<file path="config.mk">
export PLATFORM = sky130hd
export DESIGN_NAME = keypad_entry
export DESIGN_NICKNAME = d
export VERILOG_FILES = /design/src/rtl/keypad_entry.sv
export SDC_FILE = /design/constraint.sdc
export NUM_CORES = 1
export LEC_CHECK = 0
export CELL_PAD_IN_SITES_DETAIL_PLACEMENT = 0
export CELL_PAD_IN_SITES_GLOBAL_PLACEMENT = 1
export CORE_ASPECT_RATIO = 1.1
export CORE_MARGIN = 2
export CORE_UTILIZATION = 32
export CTS_CLUSTER_SIZE = 12
export DETAILED_ROUTE_END_ITERATION = 12
export GPL_TIMING_DRIVEN = 0
export HOLD_SLACK_MARGIN = 0.06
export PLACE_DENSITY_LB_ADDON = 0.1
export SLEW_MARGIN = 10
export SYNTH_ARGS = -nofsm -noshare
export SYNTH_HDL_FRONTEND = slang
export SYNTH_SLANG_ARGS = --single-unit
</file>
<file path="constraint.sdc">
create_clock -name CLK -period 2.3 [get_ports CLK]
set_input_delay 0.575 -clock CLK [delete_from_list [all_inputs] [get_ports CLK]]
set_output_delay 0.575 -clock CLK [all_outputs]
set_load 0.1 [all_outputs]
</file>
<file path="src/rtl/keypad_entry.sv">
// Keypad entry buffer: collects digit pulses into a packed BCD entry with backspace, abort and submit.
// Optional inactivity timeout is compiled in when KEYPAD_TIMEOUT_EN is defined.
module keypad_entry #(
   parameter int unsigned MAX_DIGITS     = 4,
   parameter int unsigned TIMEOUT_CYCLES = 1000
) (
   input  logic                               CLK,
   input  logic                               RST,
   input  logic [9:0]                         I_BUTTON,
   input  logic                               I_STAR,
   input  logic                               I_HASH,
   output logic [4*MAX_DIGITS-1:0]            O_DIGITS,
   output logic [$clog2(MAX_DIGITS+1)-1:0]    O_COUNT,
   output logic [4*MAX_DIGITS-1:0]            O_CODE,
   output logic [$clog2(MAX_DIGITS+1)-1:0]    O_LEN,
   output logic                               O_VALID,
   output logic                               O_ERROR,
   output logic                               O_TIMEOUT
);

   localparam int unsigned DW = 4 * MAX_DIGITS;
   localparam int unsigned CW = $clog2(MAX_DIGITS + 1);

   typedef enum logic {
      IDLE,
      ENTRY
   } state_t;

   state_t        state_q, state_d;
   logic [DW-1:0] digits_d, code_d;
   logic [CW-1:0] count_d, len_d;
   logic          valid_d, error_d;

   logic          btn_any, btn_multi;
   logic [3:0]    dig;
   logic          ev_illegal, ev_abort, ev_bksp, ev_submit, ev_digit;
   logic          ev_expire;

   always_comb begin : classify
      dig = '0;
      for (int unsigned i = 0; i < 10; i++) begin
         if (I_BUTTON[i]) dig = 4'(i);
      end
      btn_any    = |I_BUTTON;
      btn_multi  = (I_BUTTON & (I_BUTTON - 10'd1)) != '0;
      ev_illegal = btn_any && (btn_multi || I_STAR || I_HASH);
      ev_abort   = !btn_any && I_STAR && I_HASH;
      ev_bksp    = !btn_any && I_STAR && !I_HASH;
      ev_submit  = !btn_any && !I_STAR && I_HASH;
      ev_digit   = btn_any && !btn_multi && !I_STAR && !I_HASH;
   end

`ifdef KEYPAD_TIMEOUT_EN
   localparam int unsigned TW = $clog2(TIMEOUT_CYCLES);
   localparam logic [TW-1:0] TLAST = TW'(TIMEOUT_CYCLES - 1);

   logic [TW-1:0] timer_q, timer_d;
   logic          ev_any;

   always_comb begin : timer_next
      ev_any    = btn_any || I_STAR || I_HASH;
      ev_expire = !ev_any && (state_q == ENTRY) && (timer_q == TLAST);
      timer_d   = '0;
      // Any event, including rejected ones, restarts the idle count
      if (!ev_any && (state_q == ENTRY) && (timer_q != TLAST))
         timer_d = timer_q + 1'b1;
   end

   always_ff @(posedge CLK) begin
      if (RST) begin
         timer_q   <= '0;
         O_TIMEOUT <= 1'b0;
      end else begin
         timer_q   <= timer_d;
         O_TIMEOUT <= ev_expire;
      end
   end
`else
   assign ev_expire = 1'b0;
   assign O_TIMEOUT = 1'b0;
`endif

   always_comb begin : next_state
      state_d  = state_q;
      digits_d = O_DIGITS;
      count_d  = O_COUNT;
      code_d   = O_CODE;
      len_d    = O_LEN;
      valid_d  = 1'b0;
      error_d  = 1'b0;

      if (ev_illegal) begin
         error_d = 1'b1;
      end else if (ev_abort) begin
         digits_d = '0;
         count_d  = '0;
         state_d  = IDLE;
      end else if (ev_bksp) begin
         if (O_COUNT != '0) begin
            digits_d = O_DIGITS >> 4;
            count_d  = O_COUNT - 1'b1;
            if (O_COUNT == CW'(1)) state_d = IDLE;
         end
      end else if (ev_submit) begin
         if (O_COUNT != '0) begin
            code_d   = O_DIGITS;
            len_d    = O_COUNT;
            valid_d  = 1'b1;
            digits_d = '0;
            count_d  = '0;
            state_d  = IDLE;
         end else begin
            error_d = 1'b1;
         end
      end else if (ev_digit) begin
         if (O_COUNT == CW'(MAX_DIGITS)) begin
            error_d = 1'b1;
         end else begin
            digits_d = (O_DIGITS << 4) | DW'(dig);
            count_d  = O_COUNT + 1'b1;
            state_d  = ENTRY;
         end
      end else if (ev_expire) begin
         digits_d = '0;
         count_d  = '0;
         state_d  = IDLE;
      end
   end

   always_ff @(posedge CLK) begin
      if (RST) begin
         state_q  <= IDLE;
         O_DIGITS <= '0;
         O_COUNT  <= '0;
         O_CODE   <= '0;
         O_LEN    <= '0;
         O_VALID  <= 1'b0;
         O_ERROR  <= 1'b0;
      end else begin
         state_q  <= state_d;
         O_DIGITS <= digits_d;
         O_COUNT  <= count_d;
         O_CODE   <= code_d;
         O_LEN    <= len_d;
         O_VALID  <= valid_d;
         O_ERROR  <= error_d;
      end
   end

endmodule

</file>
==> impl_metrics.toml <==
[timing]
max_slew_margin = 0.356
period_share = 0.974
rsz0062_at_grt = "no"
skew_ps = 4.25
worst_pin_slew_ps = 970
hold_violations = 0
period_minus_slack_ps = 2240
setup_viol = 0
clock.fmax_mhz = 446
drv_slew = 0

[worst_setup_path]
end_kind = "flip-flop"
rrSetupSlack_ps = 370
reg2regPathDepth = 7
critPathCapture = "O_DIGITS[1]"
worstReg2RegStart = "O_COUNT[0]"
crit_path_max_fanout = 8
required_ps = 2480
worstReg2RegEnd = "O_DIGITS[1]"
arrival_ps = 2420
crit_start = "I_BUTTON[4]"
critPathLaunchType = "input pin"
crit_type = "input pin to flip-flop"

[synthesis]
synth_warnings = 0
synth_edf_count = 0
synth_top_area_cell = "dfxtp_1"
syn_inst = 220
synth_top_area_frac = 0.400
mappedNetlistArea_um2 = 2000
ys_ff_latch = 40
synth_fp_nets = 237
syn_avg_cell_area_um2 = 9.11
ys_seq_area_frac = 0.400
netlist_top_cells_area = "dfxtp_1 40%, mux2i_1 10%, nor2_1 4.9%, a21oi_1 4.7%, a211oi_1 3.4%"
ys.flop_type = "dfxtp_1"
synth_cell_type_count = 50
ys_async_sr_fraction = 0

[route]
wl_um = 5930
wl_per_cell_um = 15.7
drt-initial-drc-count = 73
ant_nets = 0
via_per_inst = 5.09
drc = 0
first_pass_iters = 4
vias = 1920

[clock_network]
insertion_delay_ps = 290
numCtsBuffers = 5
cts_buffer_depth = 2
htree_levels = 2
cts.sinks = 40
cts_tree = "built"
clkTransAtPathRegs_ps = 80
ctsHoldBuffers = 0
cts_root_buffer = "clkbuf_8"

[cells_and_area]
utilization = 0.490
drive_above_1_share = 0.249
nNetsFinal = 313
syn2layout_area_growth_pct = 49.6
fill_cells = 616
diodes = 0

[run]
drv_cap = 0

[placement]
io_buffers = 50
place_congestion = 0.823
dp_hpwl_um = 3970

[floorplanning]
io_pins = 55
start_util = 0.328
dieArea_um2 = 6910
die_x_um = 79.5
core-area_um2 = 6120
die_h_um = 87.0
rows = 30

[outcome]
status = "complete, no violations"

[global_routing]
grt_pass1_wl_um = 9590
grt_pass1_vias = 1921
overflow = 0
antenna_found_initial = 0
grt_max_degree = 13
track_usage = 0.175

[power]
power.total_mw = 1.45
peakVddDrop_uv = 252
p_leak_nw = 1.27
cellPowerDensity_nw_per_um2 = 482

[worst_hold_path]
hold_class = "flip-flop to flip-flop"
hold_depth = 2
per-stage QoR:
step | setup WS [ps] | setup TNS [ps] | std cells | hold WS [ps] | area (µm²)
floorplan | -167 | -4030 | 220 | 761 | 2040
global placement | -914 | -32790 | 350 | 460 | 2640
detailed placement | -901 | -32260 | 350 | 468 | 2640
CTS | -5.96 | -5.96 | 372 | 477 | 2890
global route | 5.44 | 0 | 377 | 525 | 3000
finish | 59.4 | 0 | 377 | 475 | 3000
registers in the layout, summed over array words and instances, names as in the netlist:
signal    flops
O_LEN         3
O_VALID       1
O_DIGITS     16
O_CODE       16
O_COUNT       3
O_ERROR       1
cells by family (layout without fill, tap and decap cells):
| family | after synthesis | count (layout) | synth area share |
|---|---|---|---|
| DFF | 40 | 40 | 0.400 |
| AOI/OAI and AO/OA | 65 | 65 | 0.218 |
| adders and majority gates | 3 | 3 | 0.0187 |
| xor gates and xnor gates | 3 | 3 | 0.0131 |
| other | 1 | 1 | 0.00187 |
| and+or+nand+nor | 66 | 66 | 0.179 |
| buffers and inverters | 21 | 98 | 0.0649 |
| muxes | 21 | 21 | 0.105 |
synth_stat cells (all sizes together) (2+ instances only):
| master | n |
|---|---|
| a211oi | 9 |
| a21oi | 19 |
| a22o | 4 |
| a22oi | 8 |
| buf | 10 |
| clkbuf | 7 |
| dfxtp | 40 |
| ha | 3 |
| inv | 4 |
| mux2i | 20 |
| nand2 | 8 |
| nand2b | 3 |
| nand4 | 3 |
| nor2 | 27 |
| nor2b | 6 |
| nor3 | 6 |
| nor4 | 4 |
| o21a | 2 |
| o21ai | 11 |
| o31ai | 4 |
| or2 | 2 |
| or4 | 2 |
| xor2 | 2 |
layer usage:
metal | GRT usage | routed length, µm | vias up
met4 | 0.0533 | 107 | 0
met5 | 0 | 0 | -
met3 | 0.0342 | 279 | 9
met1 | 0.224 | 2690 | 913
li1 | - | - | 949
met2 | 0.298 | 2850 | 49
what timing repair did:
action / 4_1_cts / 5_1_grt
gates resized for setup: 79 / 35
cloned: 2 / 1
endpoints found under the setup margin: 80 / 35
pin swaps: 7 / 11
buffers inserted: 13 / 4
cell type report:
type	instances	area [µm²]	share of cell area
Buffer	16	129	0.0430
Timing Repair Buffer	70	639	0.213
Multi-Input combinational cell	159	1190	0.396
Tap cell	80	100	0.0334
Clock buffer	7	96.3	0.0321
Inverter	4	15.0	0.00501
Clock inverter	1	30.0	0.0100
Sequential cell	40	801	0.267
worst max-delay path, cell delays in order:
cell,delay (ps)
buf_6,120
or4_4,550
nor3_4,240
buf_6,140
buf_4,120
a21o_4,120
o21ai_4,90
nand2_2,120
mux2_2,340
how the worst min path moves through the flow:
| stage | start | to | slack (ps) |
|---|---|---|---|
| CTS | O_LEN[2] | O_LEN[2] | 480 |
| global placement | O_LEN[2] | O_LEN[2] | 460 |
| floorplan | RST | O_COUNT[2] | 760 |
| finish | O_LEN[2] | O_LEN[2] | 480 |
| detailed placement | O_LEN[2] | O_LEN[2] | 470 |
| global route | O_CODE[6] | O_CODE[6] | 530 |
power breakdown:
part | internal [mW] | switching, mW
Combinational | 0.0392 | 0.0755
Clock | 0.383 | 0.254
Sequential | 0.693 | 0.000996
layout by cell type (no fill, tap or decap), drive strengths merged, types with 2 or more instances in the layout:
cell	synthesis	layout
a211oi	9	9
buf	10	35
ha	3	3
nor4	4	4
clkbuf	7	15
dfxtp	40	40
o21ai	11	11
a22o	4	4
nand2	8	8
dlygate4sd2	0	40
nor3	6	6
or2	2	2
mux2i	20	20
o21a	2	2
nor2b	6	6
o31ai	4	4
nand2b	3	3
nand4	3	3
dlymetal6s2s	0	2
nor2	27	27
xor2	2	2
a22oi	8	8
a21oi	19	19
or4	2	2
inv	4	4
Note: power is estimated with default switching activity, not from simulation.
